### config.mk
export PLATFORM = sky130hd
export DESIGN_NAME = disp_scan_ctrl
export DESIGN_NICKNAME = d
export VERILOG_FILES = /design/src/rtl/disp_scan_ctrl.sv
export SDC_FILE = /design/constraint.sdc
export NUM_CORES = 1
export LEC_CHECK = 0
export CAP_MARGIN = 10
export CORE_ASPECT_RATIO = 0.7
export CORE_UTILIZATION = 53
export DETAILED_ROUTE_END_ITERATION = 6
export GPL_TIMING_DRIVEN = 0
export PLACE_DENSITY = 0.85
export SYNTH_ARGS = -nofsm -noshare
export SYNTH_HDL_FRONTEND = slang
export SYNTH_SLANG_ARGS = --single-unit
export TNS_END_PERCENT = 100
### constraint.sdc
create_clock -name clk_10Mhz -period 5.85 [get_ports clk_10Mhz]
set_input_delay 1.17 -clock clk_10Mhz [delete_from_list [all_inputs] [get_ports clk_10Mhz]]
set_output_delay 1.17 -clock clk_10Mhz [all_outputs]
set_load 0.02 [all_outputs]
### src/rtl/disp_scan_ctrl.sv
// disp_scan_ctrl
//   Scan scheduler and character buffer for the 8-digit seven-segment display.
//   A free-running divider sets the dwell per digit and rotates a one-cold
//   digit select. Segment-encoded characters arrive on a valid/ready
//   handshake. Each accepted character is held until the next digit advance
//   and then shifted in at digit 0, so no digit changes pattern mid-dwell.
//
// Optional build macro: DISP_DIM_EN
//   Adds input `dim`. When dim is high, an_sel is blanked (8'hFF) for the
//   second half of every dwell. The rotation itself keeps advancing.
//
// Ports:
//   clk_10Mhz   in   1   system clock
//   reset       in   1   synchronous, active-high
//   char_valid  in   1   character offered
//   char_seg    in   8   active-low segment code of offered character
//   char_ready  out  1   character can be accepted this cycle
//   clear       in   1   blank the whole display (level)
//   seg_data    out  64  segment image, byte k = digit k, active-low
//   an_sel      out  8   one-cold digit select, active-low
//   scan_tick   out  1   one-cycle pulse on each digit advance
//   dim         in   1   (DISP_DIM_EN only) 50% duty-cycle dimming
module disp_scan_ctrl #(
  parameter int REFRESH_DIV = 10000
) (
  input  logic        clk_10Mhz,
  input  logic        reset,
  input  logic        char_valid,
  input  logic [7:0]  char_seg,
  output logic        char_ready,
  input  logic        clear,
  output logic [63:0] seg_data,
  output logic [7:0]  an_sel,
  output logic        scan_tick
`ifdef DISP_DIM_EN
  ,
  input  logic        dim
`endif
);

  localparam logic [15:0] TERM_CNT = 16'(REFRESH_DIV - 1);

  typedef enum logic {IDLE, PEND} state_t;

  state_t      state_q, state_d;
  logic [15:0] div_cnt_q, div_cnt_d;
  logic [7:0]  rot_q, rot_d;
  logic        scan_tick_q, scan_tick_d;
  logic [63:0] seg_q, seg_d;
  logic [7:0]  hold_q, hold_d;
  logic        term;

  always_comb begin
    term        = (div_cnt_q == TERM_CNT);
    div_cnt_d   = term ? 16'd0 : div_cnt_q + 16'd1;
    rot_d       = term ? {rot_q[6:0], rot_q[7]} : rot_q;
    scan_tick_d = term;

    state_d    = state_q;
    hold_d     = hold_q;
    seg_d      = seg_q;
    char_ready = 1'b0;

    case (state_q)
      IDLE: begin
        // reset is synchronous, so gate it here to keep ready low while held
        char_ready = !clear && !reset;
        if (char_valid && char_ready) begin
          hold_d  = char_seg;
          state_d = PEND;
        end
      end
      PEND: begin
        // Shift only on the edge where the digit select also rotates
        if (term) begin
          seg_d   = {seg_q[55:0], hold_q};
          state_d = IDLE;
        end
      end
      default: state_d = IDLE;
    endcase

    // clear wins over a coinciding shift and drops any held character
    if (clear) begin
      seg_d   = '1;
      state_d = IDLE;
    end
  end

  always_ff @(posedge clk_10Mhz) begin
    if (reset) begin
      state_q     <= IDLE;
      div_cnt_q   <= 16'd0;
      rot_q       <= 8'b1111_1110;
      scan_tick_q <= 1'b0;
      seg_q       <= '1;
      hold_q      <= 8'hFF;
    end else begin
      state_q     <= state_d;
      div_cnt_q   <= div_cnt_d;
      rot_q       <= rot_d;
      scan_tick_q <= scan_tick_d;
      seg_q       <= seg_d;
      hold_q      <= hold_d;
    end
  end

`ifdef DISP_DIM_EN
  localparam logic [15:0] HALF_CNT = 16'(REFRESH_DIV / 2);

  logic [7:0] an_sel_q, an_sel_d;

  // Mask is computed from next-cycle counter/rotation values so the
  // registered output lines up with div_cnt_q and stays glitch-free.
  always_comb begin
    an_sel_d = rot_d;
    if (dim && (div_cnt_d >= HALF_CNT)) begin
      an_sel_d = 8'hFF;
    end
  end

  always_ff @(posedge clk_10Mhz) begin
    if (reset) begin
      an_sel_q <= 8'b1111_1110;
    end else begin
      an_sel_q <= an_sel_d;
    end
  end

  assign an_sel = an_sel_q;
`else
  assign an_sel = rot_q;
`endif

  assign seg_data  = seg_q;
  assign scan_tick = scan_tick_q;

endmodule

* Word level (Yosys, flattened, before mapping)
Cells that the tools add are included.
** Storage, ports and cells
- Bits in registers :: 98
- Input port bits :: 12
- Output and inout port bits :: 74
- Word-level logic and storage cells :: 21
** Cells by class
- $add $sub $neg :: 1
- Equal/unequal tests :: 1
- Mux-type cells :: 4
- Bitwise operators :: 1
- Reduce and logical (&&, ||, !) cells :: 8
** Operators by type and width (number)
- adder 16 x 1 -> 16 bit (second input constant) :: 1
- == test 16 x 14 -> 1 bit (second input constant) :: 1
- AND reduction 2 bit :: 2
- OR reduction 2 bit :: 2
- 2-to-1 mux 1 bit :: 3
- logical AND 1 bit :: 2
- zero test 1 bit :: 2
- one-hot mux 1 bit (2 select lines) :: 1
- inverter 1 bit :: 1

* Logic depth before layout (Yosys ltp)
- Word-level depth :: 5
- Gate-level depth with buffers :: 7
- Depth with buffers taken out :: 5

* Least setup slack after synthesis
OpenSTA, ideal clock, no wires.
- Path type :: input port to output port
- From :: input port reset
- To :: output port char_ready
- Data arrival time :: 1.732 ns
- Required time :: 4.680 ns
- Path slack :: 2.948 ns
- Stages on the path :: 1
- Path buffers :: 0
- Cells stage by stage :: nor3_1
** Between the ends
- Cells in the longest elaborated chain, start to end :: 3
** RTL lines
- start: declaration :: line 27 : input logic reset,
- zero test 1 bit :: line 67 : char_ready = !clear && !reset;
- logical AND 1 bit :: line 67
- 2-to-1 mux 1 bit :: line 64 : case (state_q)
- end: declaration :: line 30 : output logic char_ready,
No other way between the ends.

* Worst setup path after layout
Ends and elaborated chain as after synthesis.

==> key figures <==
Synthesis
  – Synth cell types: 23
  – Synth Area in Adders: 0.352%
  – Register area share after synthesis: a little under three fifths
  – Yosys warning count: 0
  – Most common flop cell mapped by yosys: dfxtp_1
  – Largest family of logic cells by synthesized area: simple AND/OR/NAND/NOR gates
  – Cell count after synthesis: between 400 and 500
  – Avg Cell Area, Syn: approximately 8.2 um^2
  – Synth Area in Compound Gates: between 10% and 20%
  – Synth Cell Area: about 0.0036 mm^2
  – Net Count, Synth: ~450
  – Mux share of post-synthesis cell area: less than 1%
  – Post-synth EDFFs: 0
  – FFs w/ async S/R, synth: 0%
  – Post-synthesis xor/xnor area fraction: about 3.4%
  – Post-Synth Simple-Gate Area: between 20% and 30%
  – Synth Register Bits: a little under 100

Critical path
  – CP Max Fanout: 3
  – Critical Path Source: reset
  – Arrival time at the worst endpoint: ~2.6 ns
  – R2R Setup Slk: about 3.6 ns
  – R2R depth: 6
  – Kind of end point of the critical path: output pin
  – Startpoint types: input pin
  – Reg2reg start: div_cnt_q[11]
  – Setup Crit Path Kind: in -> out
  – R2r endpoint: seg_data[28]
  – Req. time, crit path: between 4 and 5 ns

Floorplan
  – Die ar.: around 0.007 mm^2
  – FP Rows: 24
  – Die Y: 70.5 um
  – Horiz. Die Dim: about 100 um
  – Starting Density: a little under three fifths
  – Core area: between 0.006 and 0.007 mm^2
  – I/O Pins: 86

Power and ir drop
  – Clock network power share: about two fifths
  – Sw power: about 0.25 mW
  – VDD IR-drop max: 0.215 mV
  – Flop pwr share: about three fifths
  – Pleak: approximately 1.8 nW
  – Internal power: 0.895 mW
  – Sw Ratio: a little over a fifth
  – PwrDens: around 240 mW/mm^2
  – Combinational share of power: about 2.8%

STA
  – Fin crit share: 65.0%
  – Final min period: 3.81 ns
  – Setup_tns: 0 ns
  – Worst Tran Pin Value: roughly 0.47 ns
  – Peak Freq: 0.263 GHz
  – Final setup skew: 0.00960 ns
  – Slew HR: 68.4%
  – Final worst slack: about 2 ns
  – Hold Slack: between 0.4 and 0.5 ns
  – Max-slew violations: 0
  – Final setup violation count: 0
  – Final hold vios: 0
  – RSZ-0062 raised after global routing: false

Final layout
  – Fillers: about 480
  – Number of diodes: 0
  – Share of layout cells above drive strength 1: between 6 and 7%
  – Layout area overhead: 32.8%
  – Layout Cell Area excl Fill: about 0.0047 mm^2
  – Most common cell after layout, fill and taps aside: nor2_1
  – Commonest cells after routing, fill and taps aside: 159 x nor2_1, 98 x dfxtp_1, 85 x clkdlybuf4s50_1
  – Nets: about 540
  – Register area: around 0.002 mm^2
  – Area of the multi-input gates: 0.00142 mm^2

CTS
  – Post-CTS Resized: 0
  – Clk_lat worst skew: approximately 0.36 ns
  – CTS tree: yes
  – Clock slew at reported path FFs: about 0.090 ns
  – Num CTS Buffers: 9
  – Root Driver: clkbuf_8
  – CTS Buffer Depth: 2
  – Post-CTS Setup Bufs: 0
  – Post-CTS Hold Buffers: 0
  – H-tree levels: 3
  – Number of clock sinks: 98

Route
  – Via count: about 3300
  – DR DRC count: 0
  – First-pass iteration count of the detailed router: 5
  – Vias/cell: between 5 and 6
  – Post-route ant nets: 0
  – DR WL/cell: ~13 um
  – Initial DRC count: around 230
  – Overall routed net length: between 8000 and 9000 um

Outcome
  – Status: finished, final reports clean

Global route
  – Grt total ovfl: 0
  – Initial antenna violation count: 0
  – Largest net degree at the start of global routing: 17
  – Total GRT Usage: 25.1%
  – Number of global-route vias before repair: just under 3000
  – First-pass GRT wire length: ~14000 um

Place
  – Placer Congestion: slightly above 0.8
  – Hpwl dp: ~6000 um
  – Cell Area, Placed: between 0.004 and 0.005 mm^2
  – Port Buffer Count: 85
  – Place WS: between 2 and 2.5 ns

Worst hold path
  – Hold Crit Class: reg -> reg
  – Hold EP: hold_q[3]
  – Min-Delay Path Depth: 2
  – Hold path startpoint: hold_q[3]

Flow run
  – Max cap viols: 0
## through the flow
step,instances,utilization [%],total power [mW]
6_report,626,74.2,1.14
5_1_grt,626,74.2,1.18
4_1_cts,626,74.2,1.15
3_5_place_dp,611,71.0,0.722
3_3_place_gp,611,71.0,0.721
2_1_floorplan,435,-,0.707
## synthesized netlist by cell type, types with 2 or more instances
library cell,count,share of area (%)
a211o_1,7,1.7
buf_2,14,2.0
buf_6,2,0.63
clkbuf_1,11,1.2
dfxtp_1,98,55
inv_1,11,1.2
nand2_1,20,2.1
nand3_1,4,0.56
nand3b_1,8,1.7
nand4_1,5,0.88
nor2_1,159,17
nor3_1,4,0.56
nor4_1,5,0.88
o21ai_0,53,7.5
o21ai_1,12,1.7
or4_1,2,0.42
or4_4,2,0.63
xnor2_1,13,3.2
## power groups by stage
stage / Combinational [mW] / Clock, mW / Sequential, mW
after global placement: 0.0309 / 0 / 0.690
final: 0.0322 / 0.438 / 0.675
after floorplan: 0.0175 / 0 / 0.690
after global routing: 0.0361 / 0.472 / 0.676
after detailed placement: 0.0319 / 0 / 0.690
after CTS: 0.0321 / 0.444 / 0.675
## flip-flops by register name, summed over array words and instances (netlist names)
register,count
div_cnt_q,16
seg_data,64
an_sel,8
hold_q,8
state_q,1
scan_tick,1
## cell type report
class / instances / share of cell area [%]
Inverter: 11 / 0.875
Buffer: 27 / 2.84
Tap cell: 91 / 2.41
Multi-Input combinational cell: 299 / 30.1
Sequential cell: 98 / 41.6
Timing Repair Buffer: 85 / 18.0
Clock inverter: 5 / 1.33
Clock buffer: 10 / 2.92
## logic make-up (layout without fill, tap and decap cells)
group / after synthesis / after routing
AO/OA/AOI/OAI: 72 / 72
AND/OR/NAND/NOR: 211 / 211
XOR/XNOR: 14 / 14
adder cells (fa/ha/maj): 1 / 1
multiplexers: 1 / 1
flip-flops: 98 / 98
buffers and inverters: 38 / 138
## worst max path at each step
| stage | to | slack (ns) | cells past startpoint |
|---|---|---|---|
| global placement | char_ready | 2.05 | 3 |
| detailed placement | char_ready | 2.06 | 3 |
| finish | char_ready | 2.04 | 3 |
| floorplan | char_ready | 2.95 | 1 |
| global route | char_ready | 1.97 | 3 |
| CTS | char_ready | 2.04 | 3 |
## worst max-delay path: stages
cell and delay [ns]:
clkdlybuf4s50_1 0.46, nor3_1 0.32, clkdlybuf4s50_1 0.69
## metal layers
| metal | wire length, um | vias up | global-route usage, % | part of all wire, % |
|---|---|---|---|---|
| met5 | 0 | - | 0 | 0 |
| met3 | 607 | 11 | 7.91 | 7.3 |
| met4 | 104 | 0 | 7.03 | 1.3 |
| met1 | 3920 | 1526 | 34.5 | 47 |
| li1 | - | 1604 | - | - |
| met2 | 3650 | 117 | 38.2 | 44 |
No activity file was read; power rests on OpenSTA's default activity.
